`config.mk`:
```
export PLATFORM = sky130hd
export DESIGN_NAME = sad_best_mv_selector
export DESIGN_NICKNAME = d
export VERILOG_FILES = /design/src/rtl/me_pkg.sv /design/src/rtl/sad_min_cell.sv /design/src/rtl/sad_best_mv_selector.sv
export SDC_FILE = /design/constraint.sdc
export NUM_CORES = 1
export LEC_CHECK = 0
export CAP_MARGIN = 10
export CORE_AREA = 4 4 178 180
export DETAILED_ROUTE_END_ITERATION = 16
export DIE_AREA = 0 0 182 184
export PLACE_DENSITY = 0.8
export SETUP_SLACK_MARGIN = 0.3
export SLEW_MARGIN = 20
export SYNTH_ARGS = -nofsm -noshare
export SYNTH_HDL_FRONTEND = slang
export SYNTH_SLANG_ARGS = --single-unit
```
`constraint.sdc`:
```
create_clock -name i_clk -period 3.1 [get_ports i_clk]
set_input_delay 0.93 -clock i_clk [delete_from_list [all_inputs] [get_ports i_clk]]
set_output_delay 0.93 -clock i_clk [all_outputs]
set_load 0.01 [all_outputs]
```
`src/rtl/me_pkg.sv`:
```
// Shared widths, partition counts and state type for the integer-pel SAD minimum selector.
package me_pkg;

  localparam int unsigned SAD_W16x16 = 16;
  localparam int unsigned SAD_W16x32 = 17;
  localparam int unsigned SAD_W32x16 = 17;
  localparam int unsigned SAD_W32x32 = 18;
  localparam int unsigned MVX_W      = 6;
  localparam int unsigned MVY_W      = 8;
  localparam int unsigned MV_W       = 14;

  localparam int unsigned N_16x16 = 4;
  localparam int unsigned N_16x32 = 2;
  localparam int unsigned N_32x16 = 2;
  localparam int unsigned N_32x32 = 1;
  localparam int unsigned N_PART  = N_16x16 + N_16x32 + N_32x16 + N_32x32;

  typedef enum logic {IDLE, SEARCH} state_e;

  // Partition order: 16x16 lanes, then 16x32, then 32x16, then 32x32.
  function automatic int unsigned part_sad_w(input int unsigned idx);
    if (idx < N_16x16) return SAD_W16x16;
    else if (idx < N_16x16 + N_16x32) return SAD_W16x32;
    else if (idx < N_16x16 + N_16x32 + N_32x16) return SAD_W32x16;
    else return SAD_W32x32;
  endfunction

endpackage

```
`src/rtl/sad_min_cell.sv`:
```
// Running minimum SAD/MV for one partition. With SAD_MV_COST_EN defined the
// comparison uses a saturated SAD + LAMBDA*|mv| cost while the raw SAD is reported.
module sad_min_cell
  import me_pkg::*;
#(
  parameter int unsigned SAD_W = 16
`ifdef SAD_MV_COST_EN
  ,
  parameter int unsigned LAMBDA = 4
`endif
) (
  input  logic             i_clk,
  input  logic             i_rst_n,
  input  logic             i_clear,
  input  logic             i_valid,
  input  logic [SAD_W-1:0] i_sad,
  input  logic [MV_W-1:0]  i_mv,
  output logic [SAD_W-1:0] o_best_sad,
  output logic [MV_W-1:0]  o_best_mv
);

  localparam logic [SAD_W-1:0] SadMax = '1;

  logic [SAD_W-1:0] r_best_sad;
  logic [MV_W-1:0]  r_best_mv;
  logic             w_win;

`ifdef SAD_MV_COST_EN
  logic [SAD_W-1:0]        r_best_cost;
  logic [SAD_W-1:0]        w_cost;
  logic signed [31:0]      w_sx;
  logic signed [31:0]      w_sy;
  logic [31:0]             w_mag;
  logic [31:0]             w_cost_wide;

  always_comb begin
    w_sx        = {{(32-MVX_W){i_mv[MVX_W-1]}}, i_mv[MVX_W-1:0]};
    w_sy        = {{(32-MVY_W){i_mv[MV_W-1]}}, i_mv[MV_W-1:MVX_W]};
    w_mag       = 32'((w_sx < 0) ? -w_sx : w_sx) + 32'((w_sy < 0) ? -w_sy : w_sy);
    w_cost_wide = {{(32-SAD_W){1'b0}}, i_sad} + LAMBDA * w_mag;
    w_cost      = (w_cost_wide > 32'(SadMax)) ? SadMax : w_cost_wide[SAD_W-1:0];
    w_win       = (w_cost < r_best_cost);
  end

  always_ff @(posedge i_clk or negedge i_rst_n) begin
    if (!i_rst_n) begin
      r_best_cost <= SadMax;
    end else if (i_clear) begin
      r_best_cost <= SadMax;
    end else if (i_valid && w_win) begin
      r_best_cost <= w_cost;
    end
  end
`else
  assign w_win = (i_sad < r_best_sad);
`endif

  // Strict less-than keeps the earliest point on ties.
  always_ff @(posedge i_clk or negedge i_rst_n) begin
    if (!i_rst_n) begin
      r_best_sad <= SadMax;
      r_best_mv  <= '0;
    end else if (i_clear) begin
      r_best_sad <= SadMax;
    end else if (i_valid && w_win) begin
      r_best_sad <= i_sad;
      r_best_mv  <= i_mv;
    end
  end

  assign o_best_sad = r_best_sad;
  assign o_best_mv  = r_best_mv;

endmodule

```
`src/rtl/sad_best_mv_selector.sv`:
```
// Tracks the best SAD/MV of the nine large partitions over one search and pulses
// result_valid when done. Optional MV-cost comparison via SAD_MV_COST_EN.
module sad_best_mv_selector
  import me_pkg::*;
#(
  parameter int unsigned COL_CENTER = 16,
  parameter int unsigned ROW_CENTER = 64,
  parameter int unsigned LAMBDA     = 4
) (
  input  logic        i_clk,
  input  logic        i_rst_n,
  input  logic        i_search_start,
  input  logic        i_sad_valid,
  input  logic        i_sad_last,
  input  logic [4:0]  i_search_column_count,
  input  logic [6:0]  i_search_row_count,
  input  logic [63:0] i_sad16x16,
  input  logic [33:0] i_sad16x32,
  input  logic [33:0] i_sad32x16,
  input  logic [17:0] i_sad32x32,
  output logic        o_busy,
  output logic        o_result_valid,
  output logic [63:0] o_best_sad16x16,
  output logic [33:0] o_best_sad16x32,
  output logic [33:0] o_best_sad32x16,
  output logic [17:0] o_best_sad32x32,
  output logic [55:0] o_best_mv16x16,
  output logic [27:0] o_best_mv16x32,
  output logic [27:0] o_best_mv32x16,
  output logic [13:0] o_best_mv32x32
);

  state_e           r_state;
  state_e           w_state_next;
  logic             r_result_valid;
  logic             w_result_valid_next;
  logic             w_clear;
  logic             w_update;
  logic             w_busy;
  logic [MVX_W-1:0] w_mvx;
  logic [MVY_W-1:0] w_mvy;
  logic [MV_W-1:0]  w_mv;

  always_ff @(posedge i_clk or negedge i_rst_n) begin
    if (!i_rst_n) begin
      r_state <= IDLE;
    end else begin
      r_state <= w_state_next;
    end
  end

  always_comb begin
    w_state_next = r_state;
    unique case (r_state)
      IDLE:   if (i_search_start) w_state_next = SEARCH;
      SEARCH: begin
        if (i_search_start) w_state_next = SEARCH;
        else if (i_sad_valid && i_sad_last) w_state_next = IDLE;
      end
      default: w_state_next = IDLE;
    endcase
  end

  // A start in the same cycle as a point discards that point.
  always_comb begin
    w_busy              = (r_state == SEARCH);
    w_clear             = i_search_start;
    w_update            = (r_state == SEARCH) && i_sad_valid && !i_search_start;
    w_result_valid_next = w_update && i_sad_last;
  end

  always_ff @(posedge i_clk or negedge i_rst_n) begin
    if (!i_rst_n) begin
      r_result_valid <= 1'b0;
    end else begin
      r_result_valid <= w_result_valid_next;
    end
  end

  assign o_busy         = w_busy;
  assign o_result_valid = r_result_valid;

  // Wrapping subtraction at field width gives the two's complement MV directly.
  assign w_mvx = {1'b0, i_search_column_count} - MVX_W'(COL_CENTER);
  assign w_mvy = {1'b0, i_search_row_count} - MVY_W'(ROW_CENTER);
  assign w_mv  = {w_mvy, w_mvx};

`ifndef SAD_MV_COST_EN
  logic w_unused_lambda;
  assign w_unused_lambda = (LAMBDA != 0);
`endif

  genvar g;
  for (g = 0; g < N_PART; g++) begin : g_cell
    localparam int unsigned SadW = part_sad_w(g);

    logic [SadW-1:0] w_sad;
    logic [SadW-1:0] w_best_sad;
    logic [MV_W-1:0] w_best_mv;

    if (g < N_16x16) begin : g_16x16
      assign w_sad = i_sad16x16[g*SAD_W16x16 +: SAD_W16x16];
      assign o_best_sad16x16[g*SAD_W16x16 +: SAD_W16x16] = w_best_sad;
      assign o_best_mv16x16[g*MV_W +: MV_W] = w_best_mv;
    end else if (g < N_16x16 + N_16x32) begin : g_16x32
      localparam int unsigned Lane = g - N_16x16;
      assign w_sad = i_sad16x32[Lane*SAD_W16x32 +: SAD_W16x32];
      assign o_best_sad16x32[Lane*SAD_W16x32 +: SAD_W16x32] = w_best_sad;
      assign o_best_mv16x32[Lane*MV_W +: MV_W] = w_best_mv;
    end else if (g < N_16x16 + N_16x32 + N_32x16) begin : g_32x16
      localparam int unsigned Lane = g - N_16x16 - N_16x32;
      assign w_sad = i_sad32x16[Lane*SAD_W32x16 +: SAD_W32x16];
      assign o_best_sad32x16[Lane*SAD_W32x16 +: SAD_W32x16] = w_best_sad;
      assign o_best_mv32x16[Lane*MV_W +: MV_W] = w_best_mv;
    end else begin : g_32x32
      assign w_sad           = i_sad32x32;
      assign o_best_sad32x32 = w_best_sad;
      assign o_best_mv32x32  = w_best_mv;
    end

    sad_min_cell #(
      .SAD_W  (SadW)
`ifdef SAD_MV_COST_EN
      ,
      .LAMBDA (LAMBDA)
`endif
    ) u_cell (
      .i_clk      (i_clk),
      .i_rst_n    (i_rst_n),
      .i_clear    (w_clear),
      .i_valid    (w_update),
      .i_sad      (w_sad),
      .i_mv       (w_mv),
      .o_best_sad (w_best_sad),
      .o_best_mv  (w_best_mv)
    );
  end

endmodule

```
### After elaboration in Yosys (flattened, before gate mapping)

Index checks and enable logic that the tools add are counted.

* register bits after elaboration: 278
* output and inout port bits: 278
* logic and storage cells: 87

* $add $sub $neg: 2
* magnitude comparators: 9
* muxes and demuxes: 22
* bitwise logic cells: 2
* reductions and logical operators: 32

Operator list (count)
* $mux W17: 8
* $mux W16: 8
* $lt A17 B17 Y1: 4
* $lt A16 B16 Y1: 4
* $mux W18: 2
* $lt A18 B18 Y1: 1
* $reduce_and A2 Y1: 9
* $reduce_bool A2 Y1: 9
* $logic_and A1 B1 Y1: 13
* $sub A7 B7 Y8 const B: 1
* $sub A5 B5 Y6 const B: 1
* $mux W1: 3
* $not A1 Y1: 2
* $pmux W1 S2: 1
* $logic_not A1 Y1: 1

### Depth between registers and ports, before layout

* word-level depth: 5
* mapped depth: 10
* gate-level depth less buffers: 8

### Hierarchy

A second synthesis with hierarchy kept.

* cell total of the unflattened synthesis: 1342
* area, all modules: 15492.4 um^2

Modules (own cells, without submodules)
* sad_min_cell at g_cell[4].u_cell ...: instances 4, cells an instance 161, area an instance 1796.7 um^2, seq. area each 797.0 um^2
* sad_min_cell at g_cell[0].u_cell ...: instances 4, cells an instance 140, area an instance 1632.8 um^2, seq. area each 770.7 um^2
* sad_min_cell at g_cell[8].u_cell: instances 1, cells an instance 130, area an instance 1682.9 um^2, seq. area each 823.3 um^2
* sad_best_mv_selector: instances 1, cells an instance 8, area an instance 91.3 um^2, seq. area each 50.0 um^2

### Least setup slack after synthesis

Ideal clock, no wire load.

* path type: input -> register
* start point: in i_sad16x16[57]
* end point: reg g_cell[3].u_cell.r_best_mv[10]
* setup time: 0.128 ns
* data arrival time: 3.052 ns
* path slack: -0.080 ns
* stages on the path: 7
* buffers on the path: 1
* cell sequence: ha_1 > a21o_1 > a221o_1 > a22o_1 > a2111oi_4 > buf_4 > mux2_1

* cells in the longest elaborated chain, start to end: 3

RTL lines
* start, declared: RTL line sad_best_mv_selector.sv:17 `input logic [63:0] i_sad16x16,`
* $lt A16 B16 Y1: RTL line sad_min_cell.sv:55 `assign w_win = (i_sad < r_best_sad);`
* $logic_and A1 B1 Y1: RTL line sad_min_cell.sv:65 `end else if (i_valid && w_win) begin`
* $reduce_and A2 Y1 (no line)
* end signal, assigned: RTL line sad_min_cell.sv:67 `r_best_mv <= i_mv;`
* end, declared: RTL line sad_min_cell.sv:25 `logic [MV_W-1:0] r_best_mv;`

Every way passes these cells.
A chain may end at the register's enable or synchronous reset.

### Worst setup path in the final report

* start point: in i_sad16x16[42]
* end point: reg g_cell[2].u_cell.r_best_mv[11]

* cells in the longest elaborated chain, start to end: 3

RTL lines (RTL line)
* $lt A16 B16 Y1: sad_min_cell.sv:55
* $logic_and A1 B1 Y1: sad_min_cell.sv:65
* $reduce_and A2 Y1 (no line)
* end signal, assigned: sad_min_cell.sv:67
* end, declared: sad_min_cell.sv:25

Every way passes these cells.

==> results.json <==
{
  "clkLatencyLatePin_ns": 0.54,
  "layout.cells.most_common_list": "405 x clkdlybuf4s50_1, 161 x inv_1, 153 x nor2_1",
  "globalRoute.totalOverflow": 0,
  "finalWirelength_um": 45200,
  "critical_setup_path_kind": "in2reg",
  "syn_area_per_cell_um2": 10.6,
  "port-buffer-count": 444,
  "synthCells": 1317,
  "worst-endpoint-arrival_ns": 3.24,
  "route.layer.met1.wl_um": 17400,
  "dpl.cell_count": 2156,
  "horiz_die_dim_um": 182,
  "power.density_mw_per_mm2": 524,
  "finalHoldViolCount": 0,
  "grt_setup_unrepaired": "yes",
  "cts_sinks": 260,
  "clock_tree.root_cell": "clkbuf_16",
  "die_h_um": 184,
  "syn-cell-area_mm2": 0.0139,
  "dr_wl_met2_um": 22600,
  "first_pass_grt_wire_length_um": 69000,
  "synth_edf_count": 0,
  "io_pins": 445,
  "synth_ff_type": "dfstp_2",
  "sequential_cell_area_mm2": 0.00669,
  "layout_cells_sized_above_1_pct": 23.7,
  "cts-buffers-inserted": 29,
  "fill_cells": 2187,
  "wl_met3_um": 3230,
  "outcome": "completed",
  "core_area_mm2": 0.0302,
  "via_count": 12000,
  "timing.clock.skew_ns": 0.0158,
  "yosysUniqueCellTypes": 41,
  "dpl_cell_area_mm2": 0.0196,
  "achievable-frequency_mhz": 355,
  "pin_count_of_the_biggest_net_entering_global_routing": 188,
  "dpl.hpwl_um": 33100,
  "pre_cts_ws_ns": -0.332,
  "count_of_standard_cell_rows": 64,
  "clockBufferDepth": 3,
  "crit_path_end_kind": "register",
  "replace_congestion": 0.936,
  "post_layout_nonfiller_instances": 2223,
  "drt_iter0_drc": 575,
  "worst-slew-pin-transition_ns": 1.09,
  "post_route_drc": 0,
  "first_global_vias": 12400,
  "yosysWarningCount": 0,
  "postLayoutSetupSlackWorst_ns": 0.284,
  "post-route-period-util_pct": 90.8,
  "post-route-min-period_ns": 2.82,
  "clock_transition_at_the_registers_of_the_reported_paths_ns": 0.06,
  "top_layer_used": "met4",
  "type_of_the_most_critical_hold_path": "in2async",
  "first_pass_iters": 5,
  "slew-limit-headroom_pct": 27.0,
  "antenna_violating_nets_left": 0,
  "post_cts_hold_buffer_count": 0,
  "synth_async_sr_flop_share_pct": 100,
  "clock_tree.htree_level_count": 1,
  "seq_area_frac_synth_pct": 48.1,
  "final_common_cell": "clkdlybuf4s50_1",
  "maximum_capacitance_violations": 0,
  "drv_slew": 0,
  "final_net_count": 2110,
  "fin_area_mm2": 0.0210,
  "vias_per_cell": 5.39,
  "initial_core_util_pct": 46.1,
  "synthesis.nets": 1625,
  "cp_data_required_time_ns": 3.52,
  "avgRoutedWirePerCell_um": 20.3,
  "groute.usage.overall_pct": 25.7,
  "critPathLaunchType": "primary input",
  "initial_antenna_violation_count": 2,
  "synth-seq-cells": 260,
  "cell_leakage_power_nw": 10.3,
  "postLayoutCoreUtil_pct": 69.5,
  "timing.final.setup_violations": 0,
  "finalSetupTns_ns": 0,
  "worst-path-max-fanout": 7,
  "die_area_mm2": 0.0335,
  "combined_area_of_the_multi_input_logic_cells_mm2": 0.00672,
  "area_delta_synth_final_pct": 50.9,
  "cts_tree": "yes",
  "irDropWorstVdd_mv": 0.347
}
==> final cells by class <==
class                           count  area share, %
Inverter                          162           2.90
Clock buffer                       46           4.24
Tap cell                          396           2.36
Timing Repair Buffer              532           26.2
Antenna cell                        2         0.0238
Multi-Input combinational cell    817           32.0
Clock inverter                      8          0.352
Sequential cell                   260           31.9
==> cells in the mapped netlist, types with 3 or more instances <==
master	number	area, um^2
nand2_1	24	90.1
mux2_1	12	135
and4_1	4	35.0
nand3_1	4	20.0
a2111oi_0	3	26.3
mux2_2	78	878
a2111oi_4	4	110
inv_1	161	604
a221o_1	10	100
buf_4	21	158
clkbuf_1	41	154
nor3b_1	5	37.5
dfstp_2	150	3940
o21ai_0	84	420
o21a_1	4	30.0
nand4_1	18	113
mux2i_1	58	581
o21ai_1	6	30.0
a21o_1	17	128
and2_1	4	25.0
ha_1	141	1760
a211o_1	21	184
buf_2	14	70.1
a21oi_1	101	505
nor2b_1	3	18.8
a22o_1	4	35.0
a211oi_1	5	37.5
a31oi_1	19	119
dfrtp_1	110	2750
nor2_1	154	578
nor4_1	3	18.8
and3_1	19	119
==> routing by layer <==
metal / global-route usage (%) / up-vias
met5: 0 / -
met4: 10.3 / 0
met3: 6.29 / 102
met2: 45.0 / 456
met1: 30.4 / 5916
li1: - / 5508
==> critical path, stage by stage <==
cell,delay (ns)
clkdlybuf4s50_1,0.53
ha_4,0.21
and2_4,0.15
a221o_1,0.32
a22o_1,0.24
a2111oi_4,0.26
buf_6,0.19
buf_12,0.12
mux2_4,0.29
==> through the flow <==
| stage | hold slack [ns] | total power [mW] |
|---|---|---|
| 3_3_place_gp | 0.477 | 7.44 |
| 5_1_grt | 0.409 | 11.5 |
| 3_5_place_dp | 0.491 | 7.53 |
| 2_1_floorplan | 0.491 | 5.63 |
| 6_report | 0.384 | 11.0 |
| 4_1_cts | 0.384 | 11.0 |
==> sequential cells by signal (all words and copies together), names as in the netlist <==
register	flops
o_result_valid	1
g_cell.u_cell.o_best_mv	108
g_cell.u_cell.o_best_sad	150
o_busy	1
==> timing repair <==
action                                  CTS  global route
endpoints found under the setup margin   96           167
pin swaps                                 8            22
buffers inserted                          3             5
gates cloned                              1             2
gates resized for setup                  15            75
==> logic make-up (layout without fill, tap and decap cells) <==
family	Yosys count	in the layout	share of synthesized area, %
buffers and inverters	240	748	7.17
and+or+nand+nor	244	244	7.86
DFF	260	260	48.1
other	0	2	0
adders and majority gates	141	141	12.7
AOI/OAI and AO/OA	284	284	12.7
muxes	148	148	11.5
==> worst paths after layout <==
check | startpoint | depth (start not counted) | slack, ns | endpoint
max | i_sad16x16[42] | 9 | 0.28 | g_cell[2].u_cell.o_best_mv[11]
min | i_rst_n | 1 | 0.38 | g_cell[6].u_cell.o_best_mv[5]
max reg2reg | g_cell[3].u_cell.o_best_sad[11] | 9 | 0.50 | g_cell[3].u_cell.o_best_mv[2]
min reg2reg | g_cell[1].u_cell.o_best_sad[2] | 2 | 0.50 | g_cell[1].u_cell.o_best_sad[2]
max in group asynchronous | i_rst_n | 2 | 1.96 | g_cell[8].u_cell.o_best_sad[0]
min in group i_clk | g_cell[1].u_cell.o_best_sad[2] | 2 | 0.50 | g_cell[1].u_cell.o_best_sad[2]
==> power breakdown <==
part	internal, mW	total (mW)	switching, mW	leakage [nW]
combinational	1.81	3.27	1.46	6.95
clock	2.04	3.43	1.39	0.472
sequential	3.97	4.29	0.315	2.87
total	7.83	11.0	3.16	10.3
(Power assumes the default switching activity.)
==> RTL edit 1: new RTL, same flow settings <==
The output `o_result_valid` loses its register stage (`r_result_valid` becomes a continuous assignment).
--- a/src/rtl/sad_best_mv_selector.sv
+++ b/src/rtl/sad_best_mv_selector.sv
@@ -69,13 +69,7 @@
     w_result_valid_next = w_update && i_sad_last;
   end
 
-  always_ff @(posedge i_clk or negedge i_rst_n) begin
-    if (!i_rst_n) begin
-      r_result_valid <= 1'b0;
-    end else begin
-      r_result_valid <= w_result_valid_next;
-    end
-  end
+  assign r_result_valid = w_result_valid_next;
 
   assign o_busy         = w_busy;
   assign o_result_valid = r_result_valid;
Check against the original RTL: not equivalent (a bounded check fails within 4 cycles, from zero or initial values and one cycle with i_rst_n low).
==> RTL edit 1 against the unedited design <==
  * Total power is 3.3% higher
  * Worst setup slack better by 0.0027 ns
  * Area after synthesis down 0.18%
  * Design area increased by 1.1%
  * Wire length up 4.3%
  * Clock skew decreased by 0.0039 ns
  * Hold slack got worse by 0.020 ns
  * Synthesized cell count about the same
  * Sequential cell count is 1 lower
  * Critical path type unchanged
  * Critical endpoint is now g_cell[2].u_cell.o_best_mv[12]
  * Highest routed layer unchanged
==> RTL edit 1: results (changes against the unedited design) <==
Detailed routing
  – Vias per inst: 5.40 (+0.13%)
  – Initial DRC Count: 563 (-2.1%)
  – Wl on met1: 17.3 mm (-0.54%)
  – Post-DR wirelength/cell: 21.1 µm (+3.8%)
  – Met2 WL: 23.7 mm (+4.7%)
  – Pre-antenna DRT Iters: 7 (+2)
  – DRT Wirelength: 47.1 mm (+4.3%)
  – Met3 wire len: 3.89 mm (+20%)

Yosys
  – Cell taking the most area after synthesis: dfstp_2
  – Gate Count Post-Synth: 1,316 (-0.076%)
  – Mux contribution to synthesized area: 11.5% (+0.021 points)
  – Sequential share of the synthesized area: 48.0% (-0.093 points)
  – Compound-Gate Fraction of Synth Area: 12.7% (+0.023 points)
  – Synth Area in Adders: 12.7% (+0.023 points)
  – Syn nets: 1,624 (-0.062%)
  – Leading post-synthesis cells by cell area: dfstp_2 28%, dfrtp_1 20%, ha_1 13%
  – Synth top cells by count: 161 x inv_1, 154 x nor2_1, 150 x dfstp_2

Power
  – P_leak: 10.5 nW (+2.0%)
  – VDD IR max: 0.000490 V (+41%)
  – Design Power: 11.4 mW (+3.3%)

STA
  – Measured slew at the worst slew-check pin: 0.807 ns (-0.288 ns)
  – Clock Skew: 0.0119 ns (-0.00389 ns)
  – Fin worst setup slack: 0.287 ns (+0.00273 ns)
  – Hold_ws: 0.364 ns (-0.0195 ns)

Setup path
  – CP Data Arrival Time: 3.27 ns (+0.03 ns)
  – Worst r2r path cells: 8 (-1)
  – CP startpoint: i_sad16x16[40]
  – Crit Path Max Fanout: 8 (+1)
  – FF-to-FF setup slack: 0.42 ns (-0.08 ns)
  – CP endpoint: g_cell[2].u_cell.o_best_mv[12]
  – R2R Path End: g_cell[0].u_cell.o_best_mv[9]
  – Worst r2r src: g_cell[0].u_cell.o_best_sad[10]

Clock network
  – CTS Buf Count: 29 (unchanged)
  – Postcts setup bufs: 0 (-3)
  – Post_cts resized: 3 (-12)

Status
  – Outcome: completed

Place
  – Placed cell count: 2,159 (+0.14%)
  – Post-place instance area: 19,600 µm² (about the same)
  – Routability cong.: 0.932 (-0.40%)
  – DP HPWL: 34.1 mm (+3.0%)
  – Worst slack at placement: -0.352 ns (-0.0201 ns)

Layout
  – Fill cells: 2,092 (-4.3%)
  – Sequential Area: 6670 µm² (-0.37%)
  – Nets: 2,120 (+0.47%)
  – Layout cell share with drive strength beyond 1: 25.0% (+1.3 points)

GRT
  – Met1 Use GR: 30.7% (+0.29 points)
  – First-pass GRT wire length: 70.1 mm (+1.6%)
  – GR Layer Usage met3: 6.55% (+0.26 points)
  – GRT Total Usage: 26.2% (+0.56 points)
  – Largest net degree at the start of global routing: 79 (-58%)
  – Initial antenna violation count: 3 (+1)
  – Met2 Use GR: 46.0% (+1.0 points)
  – Vias in the first global route: 12,495 (+0.43%)
RTL edit 1: cell count changes after synthesis:
cell / unedited run / this run
dfrtp_1: 110 / 109
RTL edit 1: final cells by class:
cell class              count  share of cell area, %
multi-input cells         817                   32.1
flip-flops and latches    259                   31.4
repair buffers            543                   26.4
clock buffers              40                   3.99
inverters                 162                   2.87
well taps                 396                   2.33
clock inverters            13                  0.914
diodes                      3                 0.0354
RTL edit 1: worst max-delay path, cell delays in order:
cell and delay [ns]:
clkdlybuf4s50_1 0.44, ha_2 0.19, a21o_1 0.17, a221o_1 0.29
a22o_1 0.26, a2111oi_4 0.28, clkbuf_16 0.22, buf_6 0.14
buf_4 0.12, nor2_1 0.03, a21oi_1 0.20
RTL edit 1: where the power goes:
part	internal, mW	switching [mW]
clock	2.31	1.44
sequential	3.96	0.321
combinational	1.83	1.49
total	8.10	3.26
==> RTL edit 2: new RTL, same settings <==
Made on the original files. Build with the macro `SAD_MV_COST_EN` defined.
--- a/src/rtl/sad_min_cell.sv
+++ b/src/rtl/sad_min_cell.sv
@@ -1,5 +1,7 @@
 // Running minimum SAD/MV for one partition. With SAD_MV_COST_EN defined the
 // comparison uses a saturated SAD + LAMBDA*|mv| cost while the raw SAD is reported.
+`define SAD_MV_COST_EN
+
 module sad_min_cell
   import me_pkg::*;
 #(
Function: changed (a bounded check fails within 4 cycles, from zero or initial values and one cycle with i_rst_n low).
==> RTL edit 2 against the unedited design <==
  * The run now fails in global placement without I/O (3_1_place_gp_skip_io)
  * Area after synthesis up 130%
  * Synthesized cell count increased to 2.8 times the old value
==> RTL edit 2: results (changes against the unedited design) <==
Status
  – Outcome: aborted with a tool error
  – Fail Step: global placement without I/O (3_1_place_gp_skip_io)
  – Run Error: [ERROR GPL-0301] Utilization 121.685 % exceeds 100%.

Yosys
  – Unique cell type count in the Yosys netlist: 106 (+160%)
  – FFs w/ async S/R, synth: 100% (unchanged)
  – Synth Register Bits: 410 (+58%)
  – Synth top cells by count: 329 x a21oi_1, 303 x ha_1, 300 x dfstp_2
  – Synth Flop Type: dfstp_2
  – Sequential share of the synthesized area: 32.6% (-15 points)
  – Leading post-synthesis cells by cell area: dfstp_2 24%, ha_1 12%, dfrtp_1 8.4%
  – Gate Count Post-Synth: 3,738 (+180%)
  – Yosys warning total: 0 (unchanged)

Floorplanning
  – Die width: 182 µm (unchanged)
-- RTL edit 2: cell families after synthesis --
group | Yosys count | synth area share (%)
simple gates | 1144 | 18.0
compound gates | 1054 | 20.9
buf+inv | 487 | 6.19
flops | 410 | 32.6
fa+ha+maj | 313 | 12.2
mux | 196 | 6.41
xor+xnor | 133 | 3.57
other cells | 1 | 0.0115
